--- config.mk ---
export PLATFORM = sky130hd
export DESIGN_NAME = stack_transfer_sequencer_flat
export DESIGN_NICKNAME = d
export VERILOG_FILES = /design/src/rtl/stack_transfer_sequencer_if.sv /design/src/rtl/stack_transfer_sequencer.sv /design/src/flat_wrapper.sv
export SDC_FILE = /design/constraint.sdc
export NUM_CORES = 1
export LEC_CHECK = 0
export ABC_AREA = 0
export CORE_MARGIN = 1.5
export CORE_UTILIZATION = 39
export DETAILED_ROUTE_END_ITERATION = 12
export HOLD_SLACK_MARGIN = 0.02
export PLACE_DENSITY = 0.81
export SYNTH_ARGS = -nofsm -noshare
export SYNTH_HDL_FRONTEND = slang
export SYNTH_SLANG_ARGS = --single-unit
--- constraint.sdc ---
create_clock -name slow_clock -period 2.4 [get_ports slow_clock]
set_input_delay 0.72 -clock slow_clock [delete_from_list [all_inputs] [get_ports slow_clock]]
set_output_delay 0.72 -clock slow_clock [all_outputs]
set_load 0.02 [all_outputs]
--- src/rtl/stack_transfer_sequencer_if.sv ---
// Bundle between the instruction decoder / RegBank / data memory and the
// PUSH/POP sequencer. The master side issues requests and supplies RegBank and
// memory read data. The slave side is the sequencer, which drives the transfer
// strobes.
interface stack_transfer_sequencer_if #(
    parameter int REGISTER_LENGTH = 32,
    parameter int ADDR_WIDTH      = 14
);
    logic                       start;
    logic                       is_pop;
    logic [7:0]                 register_list;
    logic                       extra_bit;
    logic [REGISTER_LENGTH-1:0] current_SP;
    logic [REGISTER_LENGTH-1:0] register_data;
    logic [REGISTER_LENGTH-1:0] data_from_memory;

    logic                       busy;
    logic                       done;
    logic [3:0]                 register_Dest;
    logic                       write_register;
    logic                       mem_read;
    logic                       mem_write;
    logic [ADDR_WIDTH-1:0]      mem_address;
    logic [REGISTER_LENGTH-1:0] mem_write_data;
    logic                       pc_load;
    logic [ADDR_WIDTH-1:0]      pc_value;
    logic                       sp_write;
    logic [REGISTER_LENGTH-1:0] new_SP;
    logic                       stack_fault;

    modport master (
        output start, is_pop, register_list, extra_bit, current_SP,
               register_data, data_from_memory,
        input  busy, done, register_Dest, write_register, mem_read, mem_write,
               mem_address, mem_write_data, pc_load, pc_value, sp_write,
               new_SP, stack_fault
    );

    modport slave (
        input  start, is_pop, register_list, extra_bit, current_SP,
               register_data, data_from_memory,
        output busy, done, register_Dest, write_register, mem_read, mem_write,
               mem_address, mem_write_data, pc_load, pc_value, sp_write,
               new_SP, stack_fault
    );
endinterface

--- src/rtl/stack_transfer_sequencer.sv ---
// Expands a single PUSH {rlist[,LR]} or POP {rlist[,PC]} into one memory
// transfer per selected register on an empty-descending, word-addressed stack.
// A PUSH stores the highest register first (LR, then R7..R0) at SP and
// decrements SP after each store. A POP first increments SP and then reads,
// filling the lowest register first (R0..R7, then PC). The final SP is
// reported once in DONE.
module stack_transfer_sequencer #(
    parameter int                         REGISTER_LENGTH = 32,
    parameter int                         ADDR_WIDTH      = 14,
    parameter logic [REGISTER_LENGTH-1:0] MAX_NUMBER      = 32'hffffffff
) (
    input  logic                      slow_clock,
    input  logic                      reset,
    stack_transfer_sequencer_if.slave bus
);

    typedef enum logic [2:0] {
        IDLE,
        PUSH_XFER,
        POP_ADDR,
        POP_CAPT,
        DONE
    } state_t;

    localparam logic [REGISTER_LENGTH-1:0] SP_ONE = 1;

    state_t                     state, state_next;
    logic [8:0]                 mask, mask_next;
    logic [REGISTER_LENGTH-1:0] sp_work, sp_next;
    logic                       fault, fault_next;
    logic [REGISTER_LENGTH-1:0] sp_inc;

    logic [3:0]                 push_idx;
    logic [8:0]                 push_bit;
    logic [3:0]                 pop_idx;
    logic [8:0]                 pop_bit;

    // Only the low address bits of a popped word matter here (as a PC target).
    // The full word goes straight to RegBank, so the upper bits are
    // intentionally left unused.
    logic                       unused_data_bits;
    assign unused_data_bits = ^bus.data_from_memory[REGISTER_LENGTH-1:ADDR_WIDTH];

    assign sp_inc = sp_work + SP_ONE;

    // Pick the next register to store: LR wins, otherwise the highest R7..R0 bit.
    always_comb begin
        push_idx = '0;
        push_bit = '0;
        for (int i = 0; i < 8; i++) begin
            if (mask[i]) begin
                push_idx    = 4'(i);
                push_bit    = '0;
                push_bit[i] = 1'b1;
            end
        end
        if (mask[8]) begin
            push_idx = 4'd14;
            push_bit = 9'h100;
        end
    end

    // Pick the next register to load: lowest R0..R7 bit, PC only once those are gone.
    always_comb begin
        pop_idx = '0;
        pop_bit = '0;
        if (mask[8]) begin
            pop_idx = 4'd15;
            pop_bit = 9'h100;
        end
        for (int i = 7; i >= 0; i--) begin
            if (mask[i]) begin
                pop_idx    = 4'(i);
                pop_bit    = '0;
                pop_bit[i] = 1'b1;
            end
        end
    end

    // Next-state, working-register updates and all transfer strobes.
    always_comb begin
        state_next         = state;
        mask_next          = mask;
        sp_next            = sp_work;
        fault_next         = fault;
        bus.busy           = 1'b0;
        bus.done           = 1'b0;
        bus.register_Dest  = '0;
        bus.write_register = 1'b0;
        bus.mem_read       = 1'b0;
        bus.mem_write      = 1'b0;
        bus.mem_address    = '0;
        bus.mem_write_data = '0;
        bus.pc_load        = 1'b0;
        bus.pc_value       = '0;
        bus.sp_write       = 1'b0;
        bus.new_SP         = '0;
        bus.stack_fault    = fault;

        case (state)
            IDLE: begin
                if (bus.start) begin
                    mask_next  = {bus.extra_bit, bus.register_list};
                    sp_next    = bus.current_SP;
                    fault_next = 1'b0;
                    if ({bus.extra_bit, bus.register_list} == 9'd0) begin
                        state_next = DONE;
                    end else if (bus.is_pop) begin
                        state_next = POP_ADDR;
                    end else begin
                        state_next = PUSH_XFER;
                    end
                end
            end

            PUSH_XFER: begin
                bus.busy           = 1'b1;
                bus.register_Dest  = push_idx;
                bus.mem_write      = 1'b1;
                bus.mem_address    = sp_work[ADDR_WIDTH-1:0];
                bus.mem_write_data = bus.register_data;
                sp_next            = sp_work - SP_ONE;
                mask_next          = mask & ~push_bit;
                if ((mask & ~push_bit) == 9'd0) begin
                    state_next = DONE;
                end
            end

            POP_ADDR: begin
                bus.busy        = 1'b1;
                bus.mem_read    = 1'b1;
                bus.mem_address = sp_inc[ADDR_WIDTH-1:0];
                sp_next         = sp_inc;
                if (sp_work == MAX_NUMBER) begin
                    fault_next = 1'b1;
                end
                state_next = POP_CAPT;
            end

            POP_CAPT: begin
                bus.busy          = 1'b1;
                bus.register_Dest = pop_idx;
                if (pop_idx == 4'd15) begin
                    bus.pc_load  = 1'b1;
                    bus.pc_value = bus.data_from_memory[ADDR_WIDTH-1:0];
                end else begin
                    bus.write_register = 1'b1;
                end
                mask_next = mask & ~pop_bit;
                if ((mask & ~pop_bit) == 9'd0) begin
                    state_next = DONE;
                end else begin
                    state_next = POP_ADDR;
                end
            end

            DONE: begin
                bus.busy     = 1'b1;
                bus.done     = 1'b1;
                bus.sp_write = 1'b1;
                bus.new_SP   = sp_work;
                state_next   = IDLE;
            end

            default: begin
                state_next = IDLE;
            end
        endcase
    end

    // State and working registers; reset abandons any sequence in flight.
    always_ff @(posedge slow_clock) begin
        if (!reset) begin
            state   <= IDLE;
            mask    <= '0;
            sp_work <= '0;
            fault   <= 1'b0;
        end else begin
            state   <= state_next;
            mask    <= mask_next;
            sp_work <= sp_next;
            fault   <= fault_next;
        end
    end

endmodule

--- src/flat_wrapper.sv ---
// flat-port wrapper written by rule: the top's interface ports become plain ports
module stack_transfer_sequencer_flat 
#(
    parameter int                         REGISTER_LENGTH = 32,
    parameter int                         ADDR_WIDTH      = 14,
    parameter logic [REGISTER_LENGTH-1:0] MAX_NUMBER      = 32'hffffffff
)
  (slow_clock, reset, bus_start, bus_is_pop, bus_register_list, bus_extra_bit, bus_current_SP, bus_register_data, bus_data_from_memory, bus_busy, bus_done, bus_register_Dest, bus_write_register, bus_mem_read, bus_mem_write, bus_mem_address, bus_mem_write_data, bus_pc_load, bus_pc_value, bus_sp_write, bus_new_SP, bus_stack_fault);
  stack_transfer_sequencer_if #(.REGISTER_LENGTH(REGISTER_LENGTH), .ADDR_WIDTH(ADDR_WIDTH)) bus_i ();
  input  logic slow_clock;
  input  logic reset;
  input wire logic [$bits(bus_i.start)-1:0] bus_start;
  input wire logic [$bits(bus_i.is_pop)-1:0] bus_is_pop;
  input wire logic [$bits(bus_i.register_list)-1:0] bus_register_list;
  input wire logic [$bits(bus_i.extra_bit)-1:0] bus_extra_bit;
  input wire logic [$bits(bus_i.current_SP)-1:0] bus_current_SP;
  input wire logic [$bits(bus_i.register_data)-1:0] bus_register_data;
  input wire logic [$bits(bus_i.data_from_memory)-1:0] bus_data_from_memory;
  output wire logic [$bits(bus_i.busy)-1:0] bus_busy;
  output wire logic [$bits(bus_i.done)-1:0] bus_done;
  output wire logic [$bits(bus_i.register_Dest)-1:0] bus_register_Dest;
  output wire logic [$bits(bus_i.write_register)-1:0] bus_write_register;
  output wire logic [$bits(bus_i.mem_read)-1:0] bus_mem_read;
  output wire logic [$bits(bus_i.mem_write)-1:0] bus_mem_write;
  output wire logic [$bits(bus_i.mem_address)-1:0] bus_mem_address;
  output wire logic [$bits(bus_i.mem_write_data)-1:0] bus_mem_write_data;
  output wire logic [$bits(bus_i.pc_load)-1:0] bus_pc_load;
  output wire logic [$bits(bus_i.pc_value)-1:0] bus_pc_value;
  output wire logic [$bits(bus_i.sp_write)-1:0] bus_sp_write;
  output wire logic [$bits(bus_i.new_SP)-1:0] bus_new_SP;
  output wire logic [$bits(bus_i.stack_fault)-1:0] bus_stack_fault;
  assign bus_i.start = bus_start;
  assign bus_i.is_pop = bus_is_pop;
  assign bus_i.register_list = bus_register_list;
  assign bus_i.extra_bit = bus_extra_bit;
  assign bus_i.current_SP = bus_current_SP;
  assign bus_i.register_data = bus_register_data;
  assign bus_i.data_from_memory = bus_data_from_memory;
  assign bus_busy = bus_i.busy;
  assign bus_done = bus_i.done;
  assign bus_register_Dest = bus_i.register_Dest;
  assign bus_write_register = bus_i.write_register;
  assign bus_mem_read = bus_i.mem_read;
  assign bus_mem_write = bus_i.mem_write;
  assign bus_mem_address = bus_i.mem_address;
  assign bus_mem_write_data = bus_i.mem_write_data;
  assign bus_pc_load = bus_i.pc_load;
  assign bus_pc_value = bus_i.pc_value;
  assign bus_sp_write = bus_i.sp_write;
  assign bus_new_SP = bus_i.new_SP;
  assign bus_stack_fault = bus_i.stack_fault;
  stack_transfer_sequencer #(.REGISTER_LENGTH(REGISTER_LENGTH), .ADDR_WIDTH(ADDR_WIDTH), .MAX_NUMBER(MAX_NUMBER)) u_core (.slow_clock(slow_clock), .reset(reset), .bus(bus_i));
endmodule
=== Word-level counts from Yosys, hierarchy flattened ===
Cells that the tools add are included.

* Bitwise operators: 4
* Reductions and logical operators: 12
* Multiplexer cells: 62
* $add $sub $neg: 2
* Eq/ne operators: 9

{| class="wikitable"
|+ Operator list
! cell !! number
|-
| 9-bit 2-to-1 mux || 11
|-
| 32-bit 2-to-1 mux || 3
|-
| 32-bit one-hot mux with 3 select lines || 1
|-
| 4-bit 2-to-1 mux || 11
|-
| 32-bit by 1-bit adder with 32-bit output (second input constant) || 1
|-
| 32-bit equality test (second input constant) || 1
|-
| 32-bit by 1-bit subtractor with 32-bit output (second input constant) || 1
|-
| 14-bit 2-to-1 mux || 2
|-
| 14-bit one-hot mux with 2 select lines || 1
|-
| 9-bit zero test || 3
|-
| 3-bit 2-to-1 mux || 9
|-
| 9-bit one-hot mux with 3 select lines || 1
|-
| 9-bit AND || 2
|-
| 9-bit inverter || 2
|-
| 1-bit 2-to-1 mux || 12
|-
| 3-bit one-hot mux with 4 select lines || 1
|-
| 2-bit 2-to-1 mux || 4
|-
| 8-bit 2-to-1 mux || 1
|-
| 4-bit one-hot mux with 2 select lines || 1
|-
| 7-bit 2-to-1 mux || 1
|-
| 3-bit by 2-bit equality test with 1-bit output (second input constant) || 2
|-
| 6-bit 2-to-1 mux || 1
|-
| 2-bit AND reduction || 3
|-
| 3-bit nonzero test || 2
|-
| other kinds (11) || 12
|}

* Output and inout bits: 104
* Register bits: 45
* Word-level logic and storage cells: 93
* Input bits: 109

=== Depth between registers and ports, before layout ===
Gate-level depths: netlist of the first run.

* Depth in word-level cells: 14
* Mapped depth: 10
* Gate-level depth less buffers: 8

=== Worst setup path before layout of the first run ===
OpenSTA, ideal clock, no wires.

* Path kind: register to output
* Start point: register u_core.state[1]
* End point: output port bus_mem_address[2]
* Data required time: 1680 ps
* Arrival: 2264 ps
* Path buffers: 4
* Path slack: -584 ps
* Stages on the path, launching flop included: 9
* Path through: dfxtp_1 -> clkbuf_1 -> or3b_2 -> clkbuf_1 -> inv_1 -> buf_2 -> buf_1 -> a21oi_1 -> a31oi_1

* Cells in the longest elaborated chain, start to end: 2
* Elaborated cells on any way between the ends: 3
* Classes of those cells: eq/ne (2); mux (1)

{| class="wikitable"
|+ RTL lines
! what !! line !! RTL
|-
| start: declaration || stack_transfer_sequencer.sv:27 || <nowiki>state_t state, state_next;</nowiki>
|-
| start signal: assignment || stack_transfer_sequencer.sv:179 || <nowiki>state <= state_next;</nowiki>
|-
| 3-bit by 2-bit equality test with 1-bit output or 3-bit by 1-bit equality test with 1-bit output (tied branches) || stack_transfer_sequencer.sv:100 || <nowiki>case (state)</nowiki>
|-
| 14-bit one-hot mux with 2 select lines * || stack_transfer_sequencer.sv:100 ||
|-
| end: declaration || flat_wrapper.sv:25 || <nowiki>output wire logic [$bits(bus_i.mem_address)-1:0] bus_mem_address;</nowiki>
|}

Mark *: on every way between the ends. The rest lies on a longest branch, timed or not.

=== Final worst setup path of the first run ===
* Start point: register u_core.state[2]
* End point: output port bus_mem_address[13]

The elaborated chain is that of the path after synthesis.

==> results of run 1 <==
## critical path, cell delays in order, from the launching register on
cell and delay [ns]:
dfxtp_4 0.37, or3b_4 0.45, nor3_1 0.22, buf_4 0.17, nand2_1 0.06, o21ai_2 0.13, buf_4 0.16
## kinds of logic after synthesis
| logic type | Yosys count |
|---|---|
| multiplexers | 3 |
| buffers and inverters | 99 |
| adder cells (fa/ha/maj) | 5 |
| AND/OR/NAND/NOR | 348 |
| flip-flops | 45 |
| XOR/XNOR | 15 |
| AO/OA/AOI/OAI | 234 |
## power by group
part           total (mW)  leakage (nW)  internal (mW)  switching (mW)
clock               0.745        0.0700          0.411           0.334
combinational        3.93          3.47           1.80            2.13
sequential           1.09         0.376          0.890           0.199
total                5.76          3.91           3.10            2.66
## cells in the mapped netlist, drive strengths merged (5+ instances only)
cell,instances
clkbuf,73
nand2,70
o21ai,61
a21oi,51
nor2,51
and2,50
dfxtp,45
and3,41
nor3,29
nand3,26
nor4,25
a31oi,14
nand4,14
inv,13
buf,12
a21boi,11
a211oi,10
o21a,9
o31ai,9
or3,9
a22oi,8
or4,8
xnor2,8
a221oi,7
o211ai,7
xor2,7
o22ai,6
and4,5
nor2b,5
## sequential cells by signal, summed over array words and instances (netlist names)
| register | cells |
|---|---|
| u_core.state | 3 |
| u_core.mask | 9 |
| u_core.sp_work | 32 |
| u_core.bus.stack_fault | 1 |
## metrics by stage
stage                     setup TNS, ns  hold WS [ns]  utilization  worst slack (ns)  std cells
after global placement           -22.27         0.467        0.661            -0.415       1177
after CTS                         -1.41         0.514        0.674            -0.103       1202
after detailed placement         -28.43         0.506        0.661            -0.451       1177
after global routing              -6.14         0.547        0.742            -0.235       1218
final                             -3.43         0.513        0.742            -0.190       1218
after floorplan                  -0.358         0.515            -           -0.0584        749
## worst max-delay path by stage
stage                                      to  slack (ns)
after floorplan           bus_mem_address[11]       -0.06
after global placement     bus_mem_address[9]       -0.41
after detailed placement  bus_mem_address[10]       -0.45
after CTS                 bus_mem_address[12]       -0.10
after global routing      bus_mem_address[12]       -0.23
final                     bus_mem_address[13]       -0.19
## layer usage
layer,GRT usage,part of all wire
met1,0.404,0.38
met2,0.530,0.47
met3,0.0517,0.10
met4,0.166,0.045
met5,0,0
## repair_timing
| action | 4_1_cts | 5_1_grt |
|---|---|---|
| gates resized for setup | 514 | 205 |
| pin swaps | 11 | 77 |
| hold buffers | 0 | 0 |
| setup buffers | 16 | 13 |
| endpoints found under the setup margin | 119 | 119 |
| gates cloned | 2 | 5 |
## layout make-up
type	count	area, µm²
Sequential cell	45	926
Timing Repair Buffer	379	3470
Inverter	14	65.1
Fill cell	910	3120
Multi-Input combinational cell	605	4180
Tap cell	168	210
Clock buffer	7	143
==> results.ini, run 1 <==
[logic_synthesis]
synth_compound_gate_area_share = 0.311
synthXorXnorAreaFrac = 0.0268
synth_async_sr_flop_share = 0
synth.area.mux_share = 0.00639
yosysWarningCount = 0
synth.net_count = 860
combinational_family_with_the_most_area_after_synthesis = simple AND/OR/NAND/NOR gates
synth_simple_gate_area_share = 0.381
synth.top_cells.by_area = dfxtp_1 (18%), and2_1 (6.4%), o21ai_0 (6.1%), clkbuf_1 (5.6%), nand2_1 (5.4%)
synthesis.instances = 749
synthDominantCellAreaShare = 0.184
yosysSeqAreaShare = 0.184
area_share_of_fa_ha_maj_cells_after_synthesis = 0.0112
synth_top_flop_cell = dfxtp_1
avgSynthCellArea_um2 = 6.54
synth_enable_flop_cells = 0
synth-seq-cells = 45
yosysUniqueCellTypes = 70
netlist_area_um2 = 4900
synthDominantAreaCellType = dfxtp_1

[timing]
finalClockSkew_ns = 0.0112
maxSlewViolCount = 0
pin_slew_with_the_least_headroom_to_its_limit_ns = 0.479
layout_setup_ws_ns = -0.190
timing.final.crit_period_ns = 2.59
rsz_0062_raised_after_global_routing = true
worst_slew_margin_rel = 0.678
min_period_over_period = 1.08
hold_violations = 0
fmax_ghz = 0.386
setup_viol_count_final = 62

[die]
dieArea_um2 = 13200
floorplan.die.height_um = 115
coreArea_um2 = 12100
num_io_pins = 213
die_x_um = 115
initial_core_util = 0.404
rows = 40

[outcome]
violations = setup timing
outcome = finished, violations left

[power]
power.ir.vdd_worst_v = 0.000409
p_total_mw = 5.76
power_leakage_nw = 3.91
power-per-cell-area_nw_per_um2 = 641

[detailed_routing]
vias = 7573
detail_route.iter0.violations = 944
drt-wirelength-per-cell_um = 20.3
first_pass_iters = 6
drtAntennaViolNets = 0
totalWireLength_um = 24800
drc_errors_left = 0
vias_per_cell = 6.22

[hold_path]
min_delay_path_depth = 2
worst_hold_path_type = flop to flop
holdCritStartpoint = u_core.bus.stack_fault$_SDFFE_PN0P_
holdPathEnd = u_core.bus.stack_fault$_SDFFE_PN0P_

[place]
portBuffers = 194
place_congestion = 0.959
placed_area_um2 = 8000
place.detailed.hpwl_um = 15800

[worst_setup_path]
timing.rr.start = u_core.state[2]$_SDFFE_PN0P_
crit_fanout = 8
critical_path_arrival_ns = 1.87
reg2reg_capture_point = u_core.sp_work[2]$_SDFFE_PN0P_
setup.worst_path.end_class = output port
ff2ff_path_depth = 11
worst_setup_path_start_kind = flop
timing.setup.critical_path_class = flop to output port
required_ns = 1.68
crit_start = u_core.state[2]$_SDFFE_PN0P_
timing.reg2reg.setup_slack_ns = 0.01

[layout]
antenna_cells = 0
design_area_um2 = 8990
final_cell_mix = buf_4 (161), clkdlybuf4s50_1 (91), buf_6 (79)
final_nets = 1161
share_of_final_layout_standard_cells_stronger_than_drive_strength_1 = 0.420
final_common_cell = buf_4
area_growth_syn_to_layout_pct = 83.6

[global_route]
grt_pass1_wl_um = 33800
globalRoute.totalOverflow = 0
first_global_vias = 6791
number_of_antenna_violations_at_the_first_check_in_global_routing = 0
grt_max_degree = 33
groute.usage.overall = 0.321

[clock_tree]
clock_latency_ns = 0.30
tritoncts.num_buffers = 5
cts_tree = done
cts.root.buffer_cell = clkbuf_16
clk_pin_slew_worst_paths_ns = 0.07
cts_max_level = 2
cts_num_sinks = 45
cts_max_path_buffers = 2

[run]
cap_violations = 0

Note: power is estimated with default switching activity, not from simulation.
==> inputs of run 2 (changes only) <==
--- a/config.mk
+++ b/config.mk
@@ -11,6 +11,7 @@
 export DETAILED_ROUTE_END_ITERATION = 12
 export HOLD_SLACK_MARGIN = 0.02
 export PLACE_DENSITY = 0.81
+export SLEW_MARGIN = 20
 export SYNTH_ARGS = -nofsm -noshare
 export SYNTH_HDL_FRONTEND = slang
 export SYNTH_SLANG_ARGS = --single-unit
==> results of run 2 <==
No change in the layout: final DEF, timing and power equal those of run 1.
